File: src/rtl/rf_stim_gen_pkg.sv
// rf_stim_pkg: shared state encoding, RF write-source codes and LFSR constants
// for the register-file stimulus generator.
package rf_stim_pkg;

    typedef enum logic [1:0] {
        IDLE   = 2'd0,
        SWEEP  = 2'd1,
        RANDOM = 2'd2,
        DONE   = 2'd3
    } stim_state_t;

    localparam logic [1:0]  SRC_IMM      = 2'b00;
    localparam logic [1:0]  SRC_ALU      = 2'b01;
    localparam logic [1:0]  SRC_EXT      = 2'b10;

    localparam logic [15:0] LFSR_MASK    = 16'hB400;
    localparam logic [15:0] DEFAULT_SEED = 16'hACE1;

    function automatic logic [15:0] lfsr_step(input logic [15:0] l);
        return l[0] ? ((l >> 1) ^ LFSR_MASK) : (l >> 1);
    endfunction

    // Source code 11 is not a legal RF source; fold it onto the immediate path.
    function automatic logic [1:0] fix_src(input logic [1:0] s);
        return (s == 2'b11) ? SRC_IMM : s;
    endfunction

endpackage

File: src/rtl/rf_stim_gen_if.sv
// rf_stim_gen_if: valid/ready beat bus between the stimulus generator and the
// register-file datapath / access scoreboard.
interface rf_stim_gen_if #(
    parameter int N           = 8,
    parameter int addressBits = 2
);
    logic                   valid;
    logic                   ready;
    logic [1:0]             selectSource;
    logic                   write_en;
    logic [addressBits-1:0] writeAddress;
    logic [addressBits-1:0] readAddressA;
    logic [addressBits-1:0] readAddressB;
    logic [N-1:0]           imm_data;

    modport master (
        output valid, selectSource, write_en, writeAddress,
               readAddressA, readAddressB, imm_data,
        input  ready
    );

    modport slave (
        input  valid, selectSource, write_en, writeAddress,
               readAddressA, readAddressB, imm_data,
        output ready
    );
endinterface

File: src/rtl/rf_stim_gen_lfsr.sv
// rf_stim_lfsr: 16-bit Galois LFSR (mask 16'hB400) with load and step enables.
// A zero seed would lock up the register, so it is replaced by the default seed.
module rf_stim_lfsr
    import rf_stim_pkg::*;
#(
    parameter logic [15:0] SEED = DEFAULT_SEED
) (
    input  logic        clk,
    input  logic        rst_n,
    input  logic        load_i,
    input  logic        step_i,
    output logic [15:0] lfsr_o,
    output logic [15:0] next_o
);
    localparam logic [15:0] SEED_EFF = (SEED == 16'h0000) ? DEFAULT_SEED : SEED;

    logic [15:0] lfsr_q;

    always_ff @(posedge clk or posedge rst_n) begin
        if (rst_n) begin
            lfsr_q <= SEED_EFF;
        end else if (load_i) begin
            lfsr_q <= SEED_EFF;
        end else if (step_i) begin
            lfsr_q <= lfsr_step(lfsr_q);
        end
    end

    assign lfsr_o = lfsr_q;
    assign next_o = lfsr_step(lfsr_q);
endmodule

File: src/rtl/rf_stim_gen.sv
// rf_stim_gen: register-file beat generator; write sweep of every register, then
// LFSR-random beats. Build macro STIM_COVER_EN adds read-coverage steering and cover_full.
module rf_stim_gen
    import rf_stim_pkg::*;
#(
    parameter int          N           = 8,
    parameter int          addressBits = 2,
    parameter int          NUM_TXN     = 64,
    parameter logic [15:0] SEED        = DEFAULT_SEED
) (
    input  logic          clk,
    input  logic          rst_n,
    input  logic          start,
    rf_stim_gen_if.master bus,
    output logic          busy,
    output logic          done,
`ifdef STIM_COVER_EN
    output logic          cover_full,
`endif
    output logic [15:0]   txn_count
);
    // state  | meaning
    // IDLE   | waiting for start, no beat presented
    // SWEEP  | beat i writes register i with imm_data = i
    // RANDOM | beat fields taken from the LFSR
    // DONE   | one cycle after the last accept; done pulses, start may rerun

    localparam int          REGS      = 2 ** addressBits;
    localparam logic [15:0] LAST_CNT  = 16'(NUM_TXN);
    localparam logic [15:0] SWEEP_LEN = 16'(REGS);

    stim_state_t            state_q;
    logic                   valid_q, write_en_q, busy_q, done_q;
    logic [1:0]             src_q;
    logic [addressBits-1:0] wa_q, ra_q, rb_q;
    logic [N-1:0]           imm_q;
    logic [15:0]            cnt_q;

    logic                   idle_like, accept, lfsr_load, lfsr_step_en;
    logic [15:0]            lfsr_q, lfsr_next, rnd_l, cnt_inc, sweep_idx;
    logic [addressBits-1:0] rnd_ra_d;

    assign idle_like    = (state_q == IDLE) || (state_q == DONE);
    assign accept       = valid_q & bus.ready;
    assign cnt_inc      = cnt_q + 16'd1;
    assign lfsr_load    = idle_like & start;
    assign lfsr_step_en = accept & (state_q == RANDOM);
    assign sweep_idx    = idle_like ? 16'd0 : cnt_inc;
    // First random beat uses L as loaded; later ones use L after this accept's step.
    assign rnd_l        = (state_q == RANDOM) ? lfsr_next : lfsr_q;

    rf_stim_lfsr #(.SEED(SEED)) u_lfsr (
        .clk    (clk),
        .rst_n  (rst_n),
        .load_i (lfsr_load),
        .step_i (lfsr_step_en),
        .lfsr_o (lfsr_q),
        .next_o (lfsr_next)
    );

`ifdef STIM_COVER_EN
    logic [REGS-1:0]        map_q, map_upd;
    logic [addressBits-1:0] low_free;
    logic                   any_free;

    assign map_upd = map_q | (REGS'(1) << ra_q) | (REGS'(1) << rb_q);

    always_comb begin
        low_free = '0;
        any_free = 1'b0;
        for (int i = REGS - 1; i >= 0; i--) begin
            if (!map_upd[i]) begin
                low_free = addressBits'(i);
                any_free = 1'b1;
            end
        end
        rnd_ra_d = rnd_l[2*addressBits:addressBits+1];
        if (map_upd[rnd_ra_d] && any_free) begin
            rnd_ra_d = low_free;
        end
    end

    always_ff @(posedge clk or posedge rst_n) begin
        if (rst_n) begin
            map_q <= '0;
        end else if (lfsr_load) begin
            map_q <= '0;
        end else if (accept) begin
            map_q <= map_upd;
        end
    end

    assign cover_full = &map_q;
`else
    assign rnd_ra_d = rnd_l[2*addressBits:addressBits+1];
`endif

    always_ff @(posedge clk or posedge rst_n) begin
        if (rst_n) begin
            state_q    <= IDLE;
            valid_q    <= 1'b0;
            write_en_q <= 1'b0;
            busy_q     <= 1'b0;
            done_q     <= 1'b0;
            src_q      <= SRC_IMM;
            wa_q       <= '0;
            ra_q       <= '0;
            rb_q       <= '0;
            imm_q      <= '0;
            cnt_q      <= '0;
        end else begin
            done_q <= 1'b0;
            case (state_q)
                IDLE, DONE: begin
                    state_q <= IDLE;
                    if (start) begin
                        state_q    <= SWEEP;
                        valid_q    <= 1'b1;
                        busy_q     <= 1'b1;
                        cnt_q      <= '0;
                        write_en_q <= 1'b1;
                        src_q      <= SRC_IMM;
                        wa_q       <= sweep_idx[addressBits-1:0];
                        ra_q       <= sweep_idx[addressBits-1:0];
                        rb_q       <= sweep_idx[addressBits-1:0];
                        imm_q      <= N'(sweep_idx);
                    end
                end
                SWEEP, RANDOM: begin
                    if (accept) begin
                        cnt_q <= cnt_inc;
                        if (cnt_inc == LAST_CNT) begin
                            state_q <= DONE;
                            valid_q <= 1'b0;
                            busy_q  <= 1'b0;
                            done_q  <= 1'b1;
                        end else if ((state_q == SWEEP) && (cnt_inc < SWEEP_LEN)) begin
                            write_en_q <= 1'b1;
                            src_q      <= SRC_IMM;
                            wa_q       <= sweep_idx[addressBits-1:0];
                            ra_q       <= sweep_idx[addressBits-1:0];
                            rb_q       <= sweep_idx[addressBits-1:0];
                            imm_q      <= N'(sweep_idx);
                        end else begin
                            state_q    <= RANDOM;
                            write_en_q <= rnd_l[0];
                            src_q      <= fix_src(rnd_l[15:14]);
                            wa_q       <= rnd_l[addressBits:1];
                            ra_q       <= rnd_ra_d;
                            rb_q       <= rnd_l[3*addressBits:2*addressBits+1];
                            imm_q      <= rnd_l[N-1:0];
                        end
                    end
                end
                default: state_q <= IDLE;
            endcase
        end
    end

    assign bus.valid        = valid_q;
    assign bus.write_en     = write_en_q;
    assign bus.selectSource = src_q;
    assign bus.writeAddress = wa_q;
    assign bus.readAddressA = ra_q;
    assign bus.readAddressB = rb_q;
    assign bus.imm_data     = imm_q;
    assign busy             = busy_q;
    assign done             = done_q;
    assign txn_count        = cnt_q;
endmodule

File: src/flat_wrapper.sv
// flat-port wrapper written by rule: the top's interface ports become plain ports
module rf_stim_gen_flat import rf_stim_pkg::*;
#(
    parameter int          N           = 8,
    parameter int          addressBits = 2,
    parameter int          NUM_TXN     = 64,
    parameter logic [15:0] SEED        = DEFAULT_SEED
)
  (clk, rst_n, start, busy, done, txn_count, bus_valid, bus_selectSource, bus_write_en, bus_writeAddress, bus_readAddressA, bus_readAddressB, bus_imm_data, bus_ready);
  rf_stim_gen_if #(.N(N), .addressBits(addressBits)) bus_i ();
  input  logic clk;
  input  logic rst_n;
  input  logic start;
  output logic busy;
  output logic done;
  output logic [15:0] txn_count;
  output wire logic [$bits(bus_i.valid)-1:0] bus_valid;
  output wire logic [$bits(bus_i.selectSource)-1:0] bus_selectSource;
  output wire logic [$bits(bus_i.write_en)-1:0] bus_write_en;
  output wire logic [$bits(bus_i.writeAddress)-1:0] bus_writeAddress;
  output wire logic [$bits(bus_i.readAddressA)-1:0] bus_readAddressA;
  output wire logic [$bits(bus_i.readAddressB)-1:0] bus_readAddressB;
  output wire logic [$bits(bus_i.imm_data)-1:0] bus_imm_data;
  input wire logic [$bits(bus_i.ready)-1:0] bus_ready;
  assign bus_valid = bus_i.valid;
  assign bus_selectSource = bus_i.selectSource;
  assign bus_write_en = bus_i.write_en;
  assign bus_writeAddress = bus_i.writeAddress;
  assign bus_readAddressA = bus_i.readAddressA;
  assign bus_readAddressB = bus_i.readAddressB;
  assign bus_imm_data = bus_i.imm_data;
  assign bus_i.ready = bus_ready;
  rf_stim_gen #(.N(N), .addressBits(addressBits), .NUM_TXN(NUM_TXN), .SEED(SEED)) u_core (.clk(clk), .rst_n(rst_n), .start(start), .bus(bus_i), .busy(busy), .done(done), .txn_count(txn_count));
endmodule
File: config.mk
export PLATFORM = sky130hd
export DESIGN_NAME = rf_stim_gen_flat
export DESIGN_NICKNAME = d
export VERILOG_FILES = /design/src/rtl/rf_stim_gen_pkg.sv /design/src/rtl/rf_stim_gen_if.sv /design/src/rtl/rf_stim_gen_lfsr.sv /design/src/rtl/rf_stim_gen.sv /design/src/flat_wrapper.sv
export SDC_FILE = /design/constraint.sdc
export NUM_CORES = 1
export LEC_CHECK = 0
export CORE_ASPECT_RATIO = 1.5
export CORE_MARGIN = 2
export CORE_UTILIZATION = 54
export CTS_CLUSTER_DIAMETER = 50
export DETAILED_ROUTE_END_ITERATION = 12
export GPL_ROUTABILITY_DRIVEN = 0
export PLACE_DENSITY = 0.76
export SLEW_MARGIN = 30
export SYNTH_ARGS = -nofsm -noshare
export SYNTH_HDL_FRONTEND = slang
export SYNTH_SLANG_ARGS = --single-unit
File: constraint.sdc
create_clock -name clk -period 3.2 [get_ports clk]
set_clock_uncertainty 0.1 [all_clocks]
set_input_delay 0.48 -clock clk [delete_from_list [all_inputs] [get_ports clk]]
set_output_delay 0.48 -clock clk [all_outputs]
set_load 0.005 [all_outputs]
Word level (Yosys, flattened, before mapping). Cells that the tools add are included. Widths: inputs -> output; s select.

Flip-flop bits (word level): 53. Input port bits: 4. Logic and storage cells: 85.

Bitwise logic cells: 4. $lt $le $gt $ge: 1. Multiplexer cells: 48. Equal/unequal tests: 10. Reduce and logical (&&, ||, !) cells: 10. Add/subtract/negate cells: 1.

Operator list (count): $mux 16 (6); $mux 8 (5); $mux 2 (18); $pmux 16 s2 (1); $pmux 2 s2 (5); $add 16x1->16 const B (1); $eq 16x7->1 const B (1); $lt 16x3->1 const B (1); $pmux 8 s2 (1); $mux 1 (10); $eq 2x2->1 const B (3); $reduce_and 3->1 (2); $ne 2x1->1 const B (2); $ne 2x2->1 const B (2); $not 3->4 (1); $pmux 1 s2 (2); $reduce_and 2->1 (2); $reduce_or 2->1 (2); $and 1x1->1 (3); $ne 3x2->1 const B (1); $eq 2x1->1 const B (1); $logic_not 2->1 (1); $reduce_bool 2->1 (1); $logic_and 1x1->1 (1); $logic_or 1x1->1 (1).

Depth between registers and ports, before layout.
Depth after elaboration: 9. Depth in mapped cells: 9. Depth with buffers taken out: 8.

Hierarchy. A second synthesis with hierarchy kept.

Cells, all modules: 326. Area, all modules: 3067.9 µm².

Modules (own cells, without submodules): rf_stim_gen (instances 1, area an instance 2228.4 µm², cells each 253); rf_stim_lfsr (instances 1, area an instance 839.6 µm², cells each 73).

Worst setup path before layout. No wires, ideal clock.

Kind: reg2reg. Start point: register u_core.cnt_q[2] (netlist: u_core.txn_count[2]). End point: register u_core.imm_q[7] (netlist: u_core.bus.imm_data[7]). Required time: 3.035 ns. Slack: 0.383 ns. Path buffers: 2. Arrival time: 2.651 ns. Period minus slack after synthesis: 2.817 ns. Stages on the path, launching flop included: 10. Cells stage by stage: dfrtp_1 buf_2 nand4_4 nor3_2 mux2_1 or4_4 a2111o_1 a21oi_4 buf_6 a22o_1.

Longest elaborated chain between the ends: 7. Elaborated cells on any way between the ends: 12. Those cells by class: add/sub: 1; order compare: 1; eq/ne: 2; mux: 6; reduce/logical: 2.

RTL lines: start: declaration (RTL line rf_stim_gen.sv:37) `logic [15:0] cnt_q;`; start signal: assignment (RTL line rf_stim_gen.sv:131) `cnt_q <= cnt_inc;`; $add 16x1->16 * (RTL line rf_stim_gen.sv:45) `assign cnt_inc = cnt_q + 16'd1;`; $lt 16x3->1 (RTL line rf_stim_gen.sv:137) `end else if ((state_q == SWEEP) && (cnt_inc < SWEEP_LEN)) begin`; $logic_and 1x1->1 (RTL line rf_stim_gen.sv:137); $mux 8 (RTL line rf_stim_gen.sv:137); $mux 8 (RTL line rf_stim_gen.sv:132) `if (cnt_inc == LAST_CNT) begin`; $mux 8 (RTL line rf_stim_gen.sv:130) `if (accept) begin`; $pmux 8 s2 (RTL line rf_stim_gen.sv:113) `case (state_q)`; end signal: assignment (RTL line rf_stim_gen.sv:126) `imm_q <= N'(sweep_idx);`; end signal: assignment (RTL line rf_stim_gen.sv:143) `imm_q <= N'(sweep_idx);`; end signal: assignment (RTL line rf_stim_gen.sv:151) `imm_q <= rnd_l[N-1:0];`; end: declaration (RTL line rf_stim_gen.sv:36) `logic [N-1:0] imm_q;`.

Every way passes the cells marked *; elsewhere a longest branch is shown, timed or not. The select of a mux whose other input is x is not followed. A chain may end at the register's enable or synchronous reset.

Final worst setup path.
Start point: register u_core.cnt_q[0] (netlist: u_core.txn_count[0]). End point: register u_core.imm_q[0] (netlist: u_core.bus.imm_data[0]).

Same word-level chain as after synthesis.

==> results.json <==
{
  "final_antenna_net_count": 0,
  "vias": 2421,
  "start_util": 0.5503,
  "arrival_ps": 3040,
  "drt_iter0_drc": 162,
  "clock_latency_ps": 320,
  "yosysTopAreaCell": "dfrtp_1",
  "clockBufferDepth": 2,
  "tightest_slew_ps": 703.9,
  "yosys.area_share.simple": 0.2114,
  "slew_headroom": 0.5301,
  "fmax_mhz": 341.6,
  "cts.sinks": 53,
  "cp.required_ps": 3310,
  "rsz0062_at_grt": "false",
  "area_growth_pct": 23.03,
  "grt_start_max_net_pins": 36,
  "grt_pass1_vias": 2322,
  "cpMostUsedCell": "nand3_1",
  "p_int_mw": 0.9139,
  "layout-drive-gt1-share": 0.1239,
  "critPathLaunch": "u_core.txn_count[0]",
  "combPwrFrac": 0.023,
  "min_period_ps": 2927,
  "max_stage_delay_ps": 540,
  "place_area_um2": 3284,
  "synth-edff-count": 0,
  "fin_nets": 345,
  "path_class": "flip-flop to flip-flop",
  "antenna_found_initial": 0,
  "synthTopCellsByArea": "dfrtp_1 41%, dfstp_2 7.6%, nand2_1 5.9%",
  "synth_mux_area_frac": 0.03695,
  "synth_fa_ha_area_frac": 0.01352,
  "status": "finished clean",
  "crit_path_end_kind": "flip-flop",
  "cp_max_fo": 10,
  "htreeDepth": 2,
  "coreArea_um2": 5045,
  "die_h_um": 91.82,
  "place_inst": 398,
  "setup_viol_count_final": 0,
  "synth_cells": 293,
  "cts_tree": "built",
  "power_switching_mw": 0.2356,
  "min_path_type": "flip-flop to flip-flop",
  "fin_cells": 407,
  "grt_pass1_wl_um": 11020,
  "power_density_nw_per_um2": 336.5,
  "synth-seq-area-share": 0.4813,
  "p_leak_nw": 1.549,
  "syn_nets": 300,
  "rows": 32,
  "min_from": "u_core.bus.imm_data[4]",
  "maxCapViolCount": 0,
  "finalCritPeriodShare": 0.9147,
  "portBuffers": 39,
  "finalMaxSlewViolations": 0,
  "hold_viol_final": 0,
  "first_pass_iters": 4,
  "wl_um": 6647,
  "antenna_cells": 0,
  "filler_cell_count": 433,
  "synth_xor_area_frac": 0.02839,
  "cts-root-buf": "clkbuf_8",
  "post_drt_wl_per_cell_um": 16.33,
  "track_usage": 0.2426,
  "swShare": 0.2049,
  "fin_hold_ws_ps": 392.2,
  "io-pin-count": 40,
  "r2r-start": "u_core.txn_count[0]",
  "syn_avg_cell_area_um2": 9.476,
  "cts.clk_slew.worst_paths_ps": 100,
  "p_clk_frac": 0.393,
  "synth_top_family_by_area": "simple AND/OR/NAND/NOR gates",
  "pwr-share-seq": 0.583,
  "rrSetupSlack_ps": 270,
  "crit_slowest_cell": "dfrtp_1",
  "fin_tns_setup_ps": 0,
  "drc": 0,
  "yosysWarnings": 0,
  "hpwl_um": 4912,
  "startpoint_type": "flip-flop",
  "finish.instance_area_um2": 3416,
  "ir_worst_vdd_v": 0.0003383,
  "synth_top_area_share": 0.4056,
  "cts_resized": 0,
  "ys_ff_latch": 53,
  "yosysUniqueCellTypes": 53,
  "grt-ovfl-total": 0,
  "viasPerCell": 5.948,
  "netlist_area_um2": 2776,
  "async_flop_share": 1.000,
  "die_area_um2": 5743,
  "synth_compound_area_frac": 0.1902,
  "cts_buffers": 5,
  "path_cells": "ha_1 -> nand3_1 -> buf_4 -> xnor2_1 -> o41ai_1 -> nand3_1 -> a211oi_2 -> nor2_1 -> a221o_1",
  "die_width_um": 62.55,
  "yosys_most_used_dff": "dfrtp_1"
}
[metrics by stage]
stage               setup WS (ps)  power [mW]  utilization
floorplan                   383.2      0.6982            -
global placement            297.7      0.7110       0.6510
detailed placement          219.3      0.7111       0.6510
CTS                         199.1       1.162       0.6731
global route                55.88       1.188       0.6771
finish                      273.0       1.150       0.6771
[cell families after synthesis]
group | Yosys count
fa+ha+maj | 3
buf+inv | 24
xor+xnor | 9
mux | 10
compound gates | 78
flops | 53
simple gates | 116
[worst paths after layout]
path	end	depth (start not counted)
setup / recovery	u_core.bus.imm_data[0]	9
hold / removal	u_core.bus.imm_data[4]	1
setup reg to reg	u_core.bus.imm_data[0]	9
hold reg to reg	u_core.bus.imm_data[4]	1
max in group asynchronous	u_core.u_lfsr.lfsr_o[13]	3
min in group asynchronous	u_core.bus.imm_data[7]	2
[cells in the final DEF (no fill, tap or decap), types with 2 or more instances in the layout]
master,n
a211o_1,8
a211oi_2,2
a21o_1,5
a21oi_1,13
a22o_1,3
a31oi_1,3
and2_1,4
and3_1,4
buf_4,15
clkbuf_8,5
clkdlybuf4s50_1,39
dfrtp_1,45
dfstp_2,8
ha_1,3
inv_1,6
mux2i_1,8
nand2_1,44
nand2b_1,2
nand3_1,14
nand4_1,7
nor2_1,19
nor3_1,8
nor4_2,2
o211ai_1,3
o21ai_0,26
o22ai_1,2
o31ai_1,4
or4_1,2
xnor2_1,8
[power groups by stage]
stage	combinational [mW]	sequential, mW	clock, mW
2_1_floorplan	0.0147	0.684	0
3_3_place_gp	0.0275	0.683	0
3_5_place_dp	0.0275	0.684	0
4_1_cts	0.0276	0.671	0.463
5_1_grt	0.0308	0.671	0.486
6_report	0.0265	0.671	0.452
[synth_stat cells (2+ instances only)]
master	count
dfrtp_1	45
nand2_1	44
o21ai_0	26
nor2_1	19
nand3_1	14
a21oi_1	13
clkbuf_1	10
a211o_1	8
dfstp_2	8
mux2i_1	8
nor3_1	8
xnor2_1	8
inv_1	7
nand4_1	7
a21o_1	5
and2_1	4
and3_1	4
buf_2	4
o31ai_1	4
a22o_1	3
a31oi_1	3
ha_1	3
o211ai_1	3
a211oi_2	2
nand2b_1	2
nor4_2	2
o22ai_1	2
or4_1	2
[state kept, by name, summed over array words and instances, names as in the netlist]
register                 count
u_core.bus.selectSource      2
u_core.done                  1
u_core.bus.imm_data          8
u_core.state_q               2
u_core.bus.writeAddress      2
u_core.txn_count            16
u_core.u_lfsr.lfsr_o        16
u_core.bus.readAddressA      2
u_core.bus.readAddressB      2
u_core.bus.write_en          1
u_core.bus.valid             1
[timing repair]
item | 4_1_cts | 5_1_grt
hold buffers | 0 | 0
setup endpoints to repair | 0 | 2
setup buffers | 0 | 1
[metal layers]
layer / routed length (um) / vias to the layer above / global-route usage
li1: - / 1141 / -
met1: 2564 / 1208 / 0.2629
met2: 3681 / 56 / 0.4651
met3: 217 / 16 / 0.02699
met4: 184 / 0 / 0.1093
met5: 0 / - / 0
[worst max-delay path, delay by kind of cell, from the launching register on]
family,cells,cell delay (ps)
compound gates,3,1100
xor+xnor,1,120
fa+ha+maj,1,300
buf+inv,1,190
flops,1,540
simple gates,3,470
[final cells by class]
class / instances / area, um^2 / area share
clock buffers: 6 / 72.57 / 0.02125
repair buffers: 55 / 523.0 / 0.1531
clock inverters: 2 / 38.79 / 0.01136
flip-flops and latches: 53 / 1336 / 0.3912
multi-input cells: 216 / 1334 / 0.3905
inverters: 7 / 26.28 / 0.007692
well taps: 68 / 85.08 / 0.02491
No activity file was read; power rests on OpenSTA's default activity.
